[src/rtl/ta_sync_pkg.sv]
// Shared state encodings and default timing constants for the capture arbiter.
// Optional statistics counters are enabled with TA_ARB_STATS_EN.
package ta_sync_pkg;

    typedef logic [2:0] state_t;

    localparam state_t S_IDLE  = 3'd0;
    localparam state_t S_WLOW  = 3'd1;
    localparam state_t S_WHIGH = 3'd2;
    localparam state_t S_GUARD = 3'd3;
    localparam state_t S_TMO   = 3'd4;

    localparam int TO_CYC_DEF    = 50000;
    localparam int GUARD_CYC_DEF = 4;

endpackage

[src/rtl/ta_cap_arbiter_if.sv]
// Requester/sync-side signal bundle of the capture arbiter.
// grant_cnt/tmo_cnt exist only when TA_ARB_STATS_EN is defined.
interface ta_cap_arbiter_if #(
    parameter int N_REQ = 4
);

    logic [N_REQ-1:0] req;
    logic [N_REQ-1:0] gnt;
    logic [N_REQ-1:0] done;
    logic [N_REQ-1:0] err;
    logic             cap_trig;
    logic             syncr_rdy;
    logic             busy;
`ifdef TA_ARB_STATS_EN
    logic [15:0]      grant_cnt;
    logic [7:0]       tmo_cnt;
`endif

    modport master (
        input  req, syncr_rdy,
`ifdef TA_ARB_STATS_EN
        output grant_cnt, tmo_cnt,
`endif
        output gnt, done, err, cap_trig, busy
    );

    modport slave (
        output req, syncr_rdy,
`ifdef TA_ARB_STATS_EN
        input  grant_cnt, tmo_cnt,
`endif
        input  gnt, done, err, cap_trig, busy
    );

endinterface

[src/rtl/ta_rr_pick.sv]
// Combinational round-robin picker: first set request at or after ptr, wrapping.
// No configuration macros.
module ta_rr_pick
    import ta_sync_pkg::*;
#(
    parameter int N_REQ = 4,
    localparam int PW = (N_REQ > 1) ? $clog2(N_REQ) : 1
) (
    input  logic [N_REQ-1:0] req,
    input  logic [PW-1:0]    ptr,
    output logic             any,
    output logic [PW-1:0]    idx,
    output logic [N_REQ-1:0] onehot
);

    logic [PW-1:0] cand;

    // Scan farthest offset first so the nearest hit overwrites the rest.
    always_comb begin
        any  = 1'b0;
        idx  = '0;
        cand = '0;
        for (int k = N_REQ - 1; k >= 0; k--) begin
            cand = PW'((int'(ptr) + k) % N_REQ);
            if (req[cand]) begin
                any = 1'b1;
                idx = cand;
            end
        end
        onehot = N_REQ'(any) << idx;
    end

endmodule

[src/rtl/ta_cap_arbiter.sv]
// Round-robin arbiter sharing one capture/sync sequencer among N_REQ requesters.
// Define TA_ARB_STATS_EN to add grant_cnt/tmo_cnt statistics.
module ta_cap_arbiter
    import ta_sync_pkg::*;
#(
    parameter int N_REQ     = 4,
    parameter int TO_W      = 16,
    parameter int TO_CYC    = TO_CYC_DEF,
    parameter int GUARD_CYC = GUARD_CYC_DEF,
    localparam int PW = (N_REQ > 1) ? $clog2(N_REQ) : 1
) (
    input logic              clk50,
    input logic              rst,
    ta_cap_arbiter_if.master bus
);

    localparam logic [TO_W-1:0] TO_LAST = TO_W'(TO_CYC - 1);
    localparam logic [TO_W-1:0] G_LAST  = TO_W'(GUARD_CYC - 1);

    state_t           state_q, state_d;
    logic [TO_W-1:0]  cnt_q, cnt_d;
    logic [PW-1:0]    ptr_q, ptr_d;
    logic [PW-1:0]    idx_q, idx_d;
    logic [N_REQ-1:0] gnt_q, gnt_d;
    logic [N_REQ-1:0] done_q, done_d;
    logic [N_REQ-1:0] err_q, err_d;
    logic             trig_q, trig_d;
    logic             busy_q, busy_d;

    logic             pick_any;
    logic [PW-1:0]    pick_idx;
    logic [N_REQ-1:0] pick_oh;
    logic [PW-1:0]    idx_nxt;

    ta_rr_pick #(.N_REQ(N_REQ)) u_pick (
        .req    (bus.req),
        .ptr    (ptr_q),
        .any    (pick_any),
        .idx    (pick_idx),
        .onehot (pick_oh)
    );

    assign idx_nxt = (idx_q == PW'(N_REQ - 1)) ? '0
                   : idx_q + PW'(1);

    always_comb begin
        state_d = state_q;
        cnt_d   = cnt_q;
        ptr_d   = ptr_q;
        idx_d   = idx_q;
        gnt_d   = gnt_q;
        done_d  = '0;
        err_d   = '0;
        trig_d  = 1'b0;
        unique case (state_q)
            S_IDLE: begin
                if (pick_any && bus.syncr_rdy) begin
                    idx_d   = pick_idx;
                    gnt_d   = pick_oh;
                    trig_d  = 1'b1;
                    cnt_d   = '0;
                    state_d = S_WLOW;
                end
            end
            // Only a low level counts here; staying high is not progress.
            S_WLOW: begin
                if (!bus.syncr_rdy) begin
                    cnt_d   = '0;
                    state_d = S_WHIGH;
                end else if (cnt_q == TO_LAST) begin
                    state_d = S_TMO;
                end else begin
                    cnt_d = cnt_q + TO_W'(1);
                end
            end
            S_WHIGH: begin
                if (bus.syncr_rdy) begin
                    cnt_d   = '0;
                    state_d = S_GUARD;
                end else if (cnt_q == TO_LAST) begin
                    state_d = S_TMO;
                end else begin
                    cnt_d = cnt_q + TO_W'(1);
                end
            end
            S_GUARD: begin
                if (cnt_q == G_LAST) begin
                    done_d  = gnt_q;
                    gnt_d   = '0;
                    ptr_d   = idx_nxt;
                    state_d = S_IDLE;
                end else begin
                    cnt_d = cnt_q + TO_W'(1);
                end
            end
            S_TMO: begin
                err_d   = gnt_q;
                gnt_d   = '0;
                ptr_d   = idx_nxt;
                state_d = S_IDLE;
            end
            default: begin
                gnt_d   = '0;
                state_d = S_IDLE;
            end
        endcase
        busy_d = (state_d != S_IDLE);
    end

    always_ff @(posedge clk50 or posedge rst) begin
        if (rst) begin
            state_q <= S_IDLE;
            cnt_q   <= '0;
            ptr_q   <= '0;
            idx_q   <= '0;
            gnt_q   <= '0;
            done_q  <= '0;
            err_q   <= '0;
            trig_q  <= 1'b0;
            busy_q  <= 1'b0;
        end else begin
            state_q <= state_d;
            cnt_q   <= cnt_d;
            ptr_q   <= ptr_d;
            idx_q   <= idx_d;
            gnt_q   <= gnt_d;
            done_q  <= done_d;
            err_q   <= err_d;
            trig_q  <= trig_d;
            busy_q  <= busy_d;
        end
    end

    assign bus.gnt      = gnt_q;
    assign bus.done     = done_q;
    assign bus.err      = err_q;
    assign bus.cap_trig = trig_q;
    assign bus.busy     = busy_q;

`ifdef TA_ARB_STATS_EN
    logic [15:0] grant_cnt_q, grant_cnt_d;
    logic [7:0]  tmo_cnt_q, tmo_cnt_d;

    // Completions wrap; timeouts stick at their maximum.
    always_comb begin
        grant_cnt_d = grant_cnt_q;
        tmo_cnt_d   = tmo_cnt_q;
        if (|done_d) grant_cnt_d = grant_cnt_q + 16'd1;
        if (|err_d && tmo_cnt_q != 8'hff) tmo_cnt_d = tmo_cnt_q + 8'd1;
    end

    always_ff @(posedge clk50 or posedge rst) begin
        if (rst) begin
            grant_cnt_q <= '0;
            tmo_cnt_q   <= '0;
        end else begin
            grant_cnt_q <= grant_cnt_d;
            tmo_cnt_q   <= tmo_cnt_d;
        end
    end

    assign bus.grant_cnt = grant_cnt_q;
    assign bus.tmo_cnt   = tmo_cnt_q;
`endif

endmodule

[src/flat_wrapper.sv]
// flat-port wrapper written by rule: the top's interface ports become plain ports
module ta_cap_arbiter_flat import ta_sync_pkg::*;
#(
    parameter int N_REQ     = 4,
    parameter int TO_W      = 16,
    parameter int TO_CYC    = TO_CYC_DEF,
    parameter int GUARD_CYC = GUARD_CYC_DEF,
    localparam int PW = (N_REQ > 1) ? $clog2(N_REQ) : 1
)
  (clk50, rst, bus_req, bus_syncr_rdy, bus_gnt, bus_done, bus_err, bus_cap_trig, bus_busy);
  ta_cap_arbiter_if #(.N_REQ(N_REQ)) bus_i ();
  input logic clk50;
  input logic rst;
  input wire logic [$bits(bus_i.req)-1:0] bus_req;
  input wire logic [$bits(bus_i.syncr_rdy)-1:0] bus_syncr_rdy;
  output wire logic [$bits(bus_i.gnt)-1:0] bus_gnt;
  output wire logic [$bits(bus_i.done)-1:0] bus_done;
  output wire logic [$bits(bus_i.err)-1:0] bus_err;
  output wire logic [$bits(bus_i.cap_trig)-1:0] bus_cap_trig;
  output wire logic [$bits(bus_i.busy)-1:0] bus_busy;
  assign bus_i.req = bus_req;
  assign bus_i.syncr_rdy = bus_syncr_rdy;
  assign bus_gnt = bus_i.gnt;
  assign bus_done = bus_i.done;
  assign bus_err = bus_i.err;
  assign bus_cap_trig = bus_i.cap_trig;
  assign bus_busy = bus_i.busy;
  ta_cap_arbiter #(.N_REQ(N_REQ), .TO_W(TO_W), .TO_CYC(TO_CYC), .GUARD_CYC(GUARD_CYC)) u_core (.clk50(clk50), .rst(rst), .bus(bus_i));
endmodule
[config.mk]
export PLATFORM = sky130hd
export DESIGN_NAME = ta_cap_arbiter_flat
export DESIGN_NICKNAME = d
export VERILOG_FILES = /design/src/rtl/ta_sync_pkg.sv /design/src/rtl/ta_cap_arbiter_if.sv /design/src/rtl/ta_rr_pick.sv /design/src/rtl/ta_cap_arbiter.sv /design/src/flat_wrapper.sv
export SDC_FILE = /design/constraint.sdc
export NUM_CORES = 1
export LEC_CHECK = 0
export ABC_CLOCK_PERIOD_IN_PS = 3150
export CELL_PAD_IN_SITES_DETAIL_PLACEMENT = 2
export CELL_PAD_IN_SITES_GLOBAL_PLACEMENT = 2
export CORE_MARGIN = 1.5
export CORE_UTILIZATION = 39
export CTS_CLUSTER_DIAMETER = 100
export DETAILED_ROUTE_END_ITERATION = 8
export DONT_BUFFER_PORTS = 1
export PLACE_DENSITY_LB_ADDON = 0.1
export SYNTH_ARGS = -nofsm -noshare
export SYNTH_HDL_FRONTEND = slang
export SYNTH_SLANG_ARGS = --single-unit
[constraint.sdc]
create_clock -name clk50 -period 3.15 [get_ports clk50]
set_clock_uncertainty 0.2 [all_clocks]
set_input_delay 0.63 -clock clk50 [delete_from_list [all_inputs] [get_ports clk50]]
set_output_delay 0.63 -clock clk50 [all_outputs]
set_load 0.02 [all_outputs]
==> results of run 1 <==
==> worst paths after layout <==
path | from | endpoint | slack [ps] | depth (start not counted)
worst max-delay path | u_core.cnt_q[0] | u_core.cnt_q[3] | 280 | 6
worst min-delay path | rst | u_core.bus.gnt[2] | 40 | 1
worst max register to register | u_core.cnt_q[0] | u_core.cnt_q[3] | 280 | 6
worst min register to register | u_core.idx_q[1] | u_core.idx_q[1] | 330 | 2
max in group asynchronous | rst | u_core.cnt_q[7] | 2000 | 2
min in group clk50 | u_core.idx_q[1] | u_core.idx_q[1] | 330 | 2
==> worst max-delay path, cell delays in order, from the launching register on <==
cell and delay, ps:
dfrtp_1 420, ha_1 280, or4b_1 490, or4_4 590
a32oi_4 410, nor3_2 80, a211o_1 270
==> where the power goes <==
| part | leakage (nW) | internal (mW) | switching [mW] |
|---|---|---|---|
| Clock | 0.0481 | 0.157 | 0.183 |
| Combinational | 0.413 | 0.231 | 0.374 |
| Sequential | 0.493 | 0.562 | 0.158 |
| Total | 0.954 | 0.950 | 0.714 |
==> Yosys cell counts (all sizes together) (5+ instances only) <==
cell | count | share of area
a21oi | 9 | 0.023
a22o | 5 | 0.022
and3 | 8 | 0.025
clkbuf | 7 | 0.013
dfrtp | 37 | 0.47
inv | 8 | 0.015
nand2 | 10 | 0.019
nand2b | 6 | 0.019
nand3 | 12 | 0.031
nand4 | 5 | 0.016
nor2 | 18 | 0.034
nor3 | 9 | 0.025
nor4 | 5 | 0.016
o21ai | 13 | 0.033
o2bb2ai | 6 | 0.027
==> final cells by class <==
| type | instances | area, um^2 |
|---|---|---|
| Tap cell | 67 | 83.8 |
| Clock inverter | 3 | 22.5 |
| Inverter | 8 | 30.0 |
| Clock buffer | 5 | 68.8 |
| Sequential cell | 37 | 926 |
| Multi-Input combinational cell | 150 | 973 |
| Timing Repair Buffer | 2 | 15.0 |
| Fill cell | 513 | 2670 |
==> sequential cells by signal, indices dropped and copies added, names as in the netlist <==
name / flops
u_core.bus.done: 4
u_core.cnt_q: 16
u_core.bus.busy: 1
u_core.state_q: 3
u_core.bus.gnt: 4
u_core.bus.err: 4
u_core.ptr_q: 2
u_core.idx_q: 2
u_core.bus.cap_trig: 1
==> per-layer routing <==
metal | up-vias | wire length [um]
met5 | - | 0
met1 | 853 | 2560
li1 | 762 | -
met4 | 0 | 104
met3 | 11 | 137
met2 | 26 | 2830
==> cell usage in the layout (no fill, tap or decap), types with 2 or more instances in the layout <==
master	instances
a211o_1	3
a21o_1	3
a21oi_1	9
a22o_1	5
and3_1	8
buf_4	2
clkbuf_8	5
clkinv_4	2
dfrtp_1	37
ha_1	2
inv_1	8
mux2_2	2
mux2i_1	2
nand2_1	10
nand2b_1	6
nand3_1	12
nand4_1	5
nor2_1	18
nor3_1	8
nor4_1	5
nor4b_1	2
o21ai_0	13
o22a_1	3
o2bb2ai_1	6
o41ai_1	3
or2_2	3
or4_4	2
xnor2_1	3
==> cells by family (layout without fill, tap and decap cells) <==
group | Yosys count | after routing | synth area share
and+or+nand+nor | 88 | 88 | 0.249
AOI/OAI and AO/OA | 53 | 53 | 0.198
DFF | 37 | 37 | 0.471
buffers and inverters | 16 | 18 | 0.0344
muxes | 4 | 4 | 0.0216
xor gates and xnor gates | 3 | 3 | 0.0134
adders and majority gates | 2 | 2 | 0.0127
==> per-stage QoR <==
| stage | std cells | worst slack (ps) | instance area, um^2 | util | power, mW |
|---|---|---|---|---|---|
| 3_5_place_dp | 264 | 318 | 2030 | 0.424 | 1.34 |
| 3_3_place_gp | 264 | 427 | 2030 | 0.424 | 1.27 |
| 2_1_floorplan | 203 | 558 | 1970 | - | 1.13 |
| 6_report | 272 | 283 | 2120 | 0.443 | 1.66 |
| 4_1_cts | 272 | 301 | 2120 | 0.443 | 1.68 |
| 5_1_grt | 272 | 141 | 2120 | 0.443 | 1.78 |
==> results.ini, run 1 <==
[sta]
fin_crit_ps=2870
finalHoldViolations=0
setup-violations-final=0
slew_violations=0
holdWs_ps=38.6
max_freq_ghz=0.349
relSlewSlack=0.570
worstMarginPinSlew_ps=642
rsz0062_at_grt=no
tns_ps=0
timing.final.crit_share=0.910

[grt]
grt_pass1_vias=1805
grt_use_total=0.231
grt_overflow_total=0
top_usage_layer=met2
grt_util_met1=0.296
grt_max_degree=25
antenna_found_initial=0
grt_use_met3=0.0366
grt_pass1_wl_um=9360
grt_use_met2=0.394

[worst_setup_path]
crit_path_start_kind=flip-flop
criticalPathCategory=flip-flop to flip-flop
cp_max_fo=9
end_kind=flip-flop
critPathArrivalTime_ps=2860
required_ps=3140

[clock_tree]
clock_latency_ps=300
clk_pin_slew_ps=80
cts_setup_buffers=0
cts-resized-gates=0
cts_htree_levels=2
cts-root-buf=clkbuf_8
ctsHoldBuffers=0
cts_tree=done
cts_buffer_depth=2
numCtsBuffers=5
clock-sinks=37

[route]
first_iter_violations=71
ant_nets=0
drc_errors=0
drt-total-wl_um=5640
wire_per_inst_um=20.7
drt_first_pass_iters=4
dr_total_vias=1652
drt-vias-per-instance=6.07

[logic_synthesis]
seq_area_frac_synth=0.471
postSynth.asyncResetShare=1.00
synth_seq_cells=37
avgSynthCellArea_um2=9.69
syn_nets=212
ys_warn_count=0
synth_edf_count=0
ys.flop_type=dfrtp_1
synth.distinct_cells=44
synth_cells=203
netlist_area_um2=1970

[final_layout]
drive_above_1_share=0.102
n_antenna_cell=0
area_delta_synth_final_pct=7.76
nNetsFinal=213

[floorplanning]
die_w_um=74.0
io-pin-count=21
die_area_um2=5480
die_h_um=74.0
core-area_um2=4790
rows=25
initial_utilization=0.411

[pwr]
leakagePower_nw=0.954
p_per_area_nw_per_um2=785
vdd_drop_max_uv=337

[placed_design]
gp_congestion=0.784
portBuffers=0
dp_hpwl_um=4270

[status]
status=finished, final reports clean

[run]
cap_viol_max_count=0

[min_path]
hold_class=input port to async pin

No activity file was read; power rests on OpenSTA's default activity.
==> inputs of run 2 (changes only) <==
--- a/config.mk
+++ b/config.mk
@@ -13,7 +13,7 @@
 export CTS_CLUSTER_DIAMETER = 100
 export DETAILED_ROUTE_END_ITERATION = 8
 export DONT_BUFFER_PORTS = 1
-export PLACE_DENSITY_LB_ADDON = 0.1
+export PLACE_DENSITY = 0.84
 export SYNTH_ARGS = -nofsm -noshare
 export SYNTH_HDL_FRONTEND = slang
 export SYNTH_SLANG_ARGS = --single-unit
==> run 2 against run 1 <==
Net effect:
- die area unchanged
- critical endpoint unchanged
- critical path depth is the same
- final area increased by 0.47%
- maximum frequency grew 2.3%
- sequential power about the same
- first-iteration DRC count down 39%
- sequential share of layout area is 0.21 points lower
- highest routed layer unchanged
- clock-buffer cell count rose by 2
- sequential cell count unchanged
- combinational power is 0.7% higher
- largest power group unchanged
==> results.ini, run 2 (synthesis results as in run 1) <==
[status]
status=finished, final reports clean

[pwr]
vdd_drop_max_uv=317
p_per_area_nw_per_um2=794
leakagePower_nw=0.960

[sta]
fin_crit_ps=2800
rsz0062_at_grt=no
worstMarginPinSlew_ps=657
relSlewSlack=0.562
slew_violations=0
setup-violations-final=0
max_freq_ghz=0.357
tns_ps=0
finalHoldViolations=0
timing.final.crit_share=0.890

[worst_setup_path]
crit_path_start_kind=flip-flop
criticalPathCategory=flip-flop to flip-flop
critPathArrivalTime_ps=2780
end_kind=flip-flop
required_ps=3130
cp_max_fo=9

[final_layout]
layout_commonest_cell=dfrtp_1
top_register=u_core.cnt_q
fillers=526
n_antenna_cell=0
largest_reg_flops=16
nNetsFinal=213
layout_common_cells=dfrtp_1 (37), nor2_1 (18), o21ai_0 (13), nand3_1 (12), nand2_1 (10)
instances_no_fill=272
fin_util=0.445
area_delta_synth_final_pct=8.27
drive_above_1_share=0.102

[floorplanning]
core-area_um2=4790
rows=25
die_area_um2=5480
io-pin-count=21
initial_utilization=0.411
die_w_um=74.0
die_h_um=74.0

[grt]
antenna_found_initial=0
grt_use_total=0.227
grt_pass1_wl_um=9200
grt_pass1_vias=1737
grt_overflow_total=0
grt_max_degree=24

[placed_design]
gp_congestion=0.859
portBuffers=0
dp_hpwl_um=4020
placed_cells=264

[clock_tree]
clk_pin_slew_ps=70
cts-resized-gates=0
clock-sinks=37
cts_tree=done
clock_latency_ps=290
cts_setup_buffers=0
cts-root-buf=clkbuf_8
numCtsBuffers=5
ctsHoldBuffers=0
cts_buffer_depth=2
cts_htree_levels=2

[route]
dr_total_vias=1652
drt-total-wl_um=5640
drt_first_pass_iters=4
drc_errors=0
wire_per_inst_um=20.7
drt-vias-per-instance=6.07
ant_nets=0
first_iter_violations=43

[min_path]
hold_class=input port to async pin

[run]
cap_viol_max_count=0

run 2: worst max-delay path, stage by stage (launching register included):
cell and delay, ps:
dfrtp_1 420, ha_1 240, or4b_1 480, or4_4 580, a32oi_4 410, nor3_2 80
a211o_1 270
run 2: metrics by stage:
step / hold WS, ps / setup slack (ps) / total power [mW] / area (um^2)
floorplan: 254 / 558 / 1.13 / 1970
global placement: 274 / 436 / 1.27 / 2030
detailed placement: 322 / 349 / 1.33 / 2030
CTS: 100 / 327 / 1.71 / 2130
global route: 123 / 231 / 1.80 / 2130
finish: 98.8 / 347 / 1.69 / 2130
run 2: cell type report:
class                      count  area, um^2  share of cell area
multi-input combinational    150         973               0.457
clock buffer                   7        96.3              0.0452
sequential                    37         926               0.435
timing repair buffer           2        15.0             0.00705
tap                           67        83.8              0.0394
inverter                       8        30.0              0.0141
clock inverter                 1        5.00             0.00235
run 2: path summary, 6_finish.rpt:
| kind | startpoint | endpoint | slack, ps | cells past startpoint |
|---|---|---|---|---|
| worst max-delay path | u_core.cnt_q[0] | u_core.cnt_q[3] | 350 | 6 |
| worst max register to register | u_core.cnt_q[0] | u_core.cnt_q[3] | 350 | 6 |
| worst min register to register | u_core.idx_q[1] | u_core.idx_q[1] | 320 | 2 |
| min in group clk50 | u_core.idx_q[1] | u_core.idx_q[1] | 320 | 2 |
| max in group asynchronous | rst | u_core.cnt_q[15] | 1920 | 2 |
| worst min-delay path | rst | u_core.cnt_q[0] | 100 | 1 |
run 2: routing by layer:
| layer | up-vias | global-route usage | part of all wire |
|---|---|---|---|
| met5 | - | 0 | 0 |
| met3 | 9 | 0.0393 | 0.029 |
| met2 | 30 | 0.375 | 0.50 |
| li1 | 758 | - | - |
| met1 | 855 | 0.304 | 0.46 |
| met4 | 0 | 0.0679 | 0.012 |
run 2: report_power, final:
part	leakage (nW)	internal, mW	total [mW]	switching (mW)
Sequential	0.493	0.563	0.717	0.154
Combinational	0.413	0.230	0.609	0.379
Clock	0.0542	0.198	0.366	0.168
==> inputs of run 3 (changes only) <==
--- a/config.mk
+++ b/config.mk
@@ -13,7 +13,7 @@
 export CTS_CLUSTER_DIAMETER = 100
 export DETAILED_ROUTE_END_ITERATION = 8
 export DONT_BUFFER_PORTS = 1
-export PLACE_DENSITY = 0.84
+export PLACE_DENSITY = 0.75
 export SYNTH_ARGS = -nofsm -noshare
 export SYNTH_HDL_FRONTEND = slang
 export SYNTH_SLANG_ARGS = --single-unit
==> run 3 against run 2 <==
Net effect:
- sequential cell count is the same
- non-clock buffer count grew 1
- hold slack improved by 49 ps
- power grew 4.1%
- combinational power barely moved
- sequential power about the same
- die area did not move
- maximum frequency up 0.43%
- largest cell class unchanged
- largest power group unchanged
==> results.ini, run 3 (synthesis results as in run 1) <==
[route]
drc_errors=0
drt-vias-per-instance=6.10
drt-total-wl_um=5670
wire_per_inst_um=20.8
ant_nets=0
drt_first_pass_iters=4
dr_total_vias=1665
first_iter_violations=58

[floorplanning]
die_h_um=74.0
die_area_um2=5480
core-area_um2=4790
rows=25
initial_utilization=0.411
die_w_um=74.0
io-pin-count=21

[worst_setup_path]
reg2reg_slack_ps=360
end_kind=flip-flop
rr_startpoint=u_core.cnt_q[0]
slowest_stage=or4_4
crit_family=simple AND/OR/NAND/NOR gates
required_ps=3130
worstReg2RegEnd=u_core.cnt_q[3]
crit_end=u_core.cnt_q[3]
crit_buf_inv=0
crit_path_max_incr_delay_ps=590
criticalPathCategory=flip-flop to flip-flop
crit_start=u_core.cnt_q[0]
crit_path_start_kind=flip-flop
cp_max_fo=9
r2r_cells=6
critPathArrivalTime_ps=2770
crit_path_cell_trace=ha_1 > or4b_1 > or4_4 > a32oi_4 > nor3_2 > a211o_1
crit_cells=6

[final_layout]
largest_reg_flops=16
layout_common_cells=dfrtp_1 (37), nor2_1 (18), o21ai_0 (13), nand3_1 (12), nand2_1 (10)
nNetsFinal=214
instances_no_fill=273
layout_commonest_cell=dfrtp_1
area_delta_synth_final_pct=9.61
n_antenna_cell=0
top_register=u_core.cnt_q
drive_above_1_share=0.107

[clock_tree]
cts_tree=done
clock-sinks=37
cts-resized-gates=0
cts_htree_levels=2
cts-root-buf=clkbuf_8
clock_latency_ps=290
cts_buffer_depth=2
cts_setup_buffers=0
clk_pin_slew_ps=80
ctsHoldBuffers=0
numCtsBuffers=5

[run]
cap_viol_max_count=0

[grt]
grt_overflow_total=0
antenna_found_initial=0
grt_pass1_wl_um=9430
grt_use_total=0.230
grt_max_degree=38
grt_pass1_vias=1802

[sta]
worstMarginPinSlew_ps=718
fin_crit_ps=2790
holdWs_ps=148
max_freq_ghz=0.358
relSlewSlack=0.520
setup-violations-final=0
slew_violations=0
timing.final.crit_share=0.886
finalHoldViolations=0
rsz0062_at_grt=no
tns_ps=0

[placed_design]
placed_cells=265
dp_hpwl_um=4180
portBuffers=0
gp_congestion=0.834

[pwr]
finalPower_mw=1.76
leakagePower_nw=0.969
vdd_drop_max_uv=249
p_per_area_nw_per_um2=816

[min_path]
hold_class=input port to async pin

[status]
status=finished, final reports clean

## run 3: changes by cell type in the layout (fill, tap and decap cells not counted), sizes merged
cell and delta:
bufinv +1, buf +1, clkinvlp +1, clkinv -1
clkbuf -1
## run 3: layout make-up
| class | instances | area (um^2) |
|---|---|---|
| repair buffers | 3 | 22.5 |
| fillers | 509 | 2630 |
| clock inverters | 2 | 37.5 |
| flip-flops and latches | 37 | 926 |
| clock buffers | 6 | 82.6 |
| multi-input cells | 150 | 973 |
| well taps | 67 | 83.8 |
| inverters | 8 | 30.0 |
## run 3: where the power goes
part | switching [mW] | leakage, nW | internal (mW) | total [mW]
Combinational | 0.377 | 0.418 | 0.230 | 0.607
Clock | 0.181 | 0.0574 | 0.258 | 0.438
Sequential | 0.153 | 0.493 | 0.562 | 0.715
## run 3: metal layers
metal  vias to the layer above  wire [um]  part of all wire  track usage
li1                        767          -                 -            -
met2                        25       2880              0.51        0.410
met4                         0         44            0.0078       0.0494
met5                         -          0                 0            0
met1                       867       2570              0.45        0.290
met3                         6        168             0.030       0.0407
## run 3: how the worst min path moves through the flow
stage | to | slack (ps)
6_report | u_core.state_q[2] | 150
3_5_place_dp | u_core.idx_q[0] | 310
2_1_floorplan | u_core.idx_q[1] | 250
4_1_cts | u_core.bus.busy | 160
5_1_grt | u_core.state_q[2] | 180
3_3_place_gp | u_core.idx_q[1] | 270
## run 3: worst register-to-register path: stages (launching register included)
cell and delay, ps:
dfrtp_1 420, ha_1 240, or4b_1 480, or4_4 590
a32oi_4 400, nor3_2 80, a211o_1 270
## run 3: metrics by stage
| stage | utilization | cell area, um^2 | setup slack [ps] |
|---|---|---|---|
| finish | 0.450 | 2160 | 359 |
| global route | 0.450 | 2160 | 223 |
| CTS | 0.450 | 2160 | 332 |
| detailed placement | 0.425 | 2040 | 344 |
| global placement | 0.425 | 2040 | 424 |
| floorplan | - | 1970 | 558 |
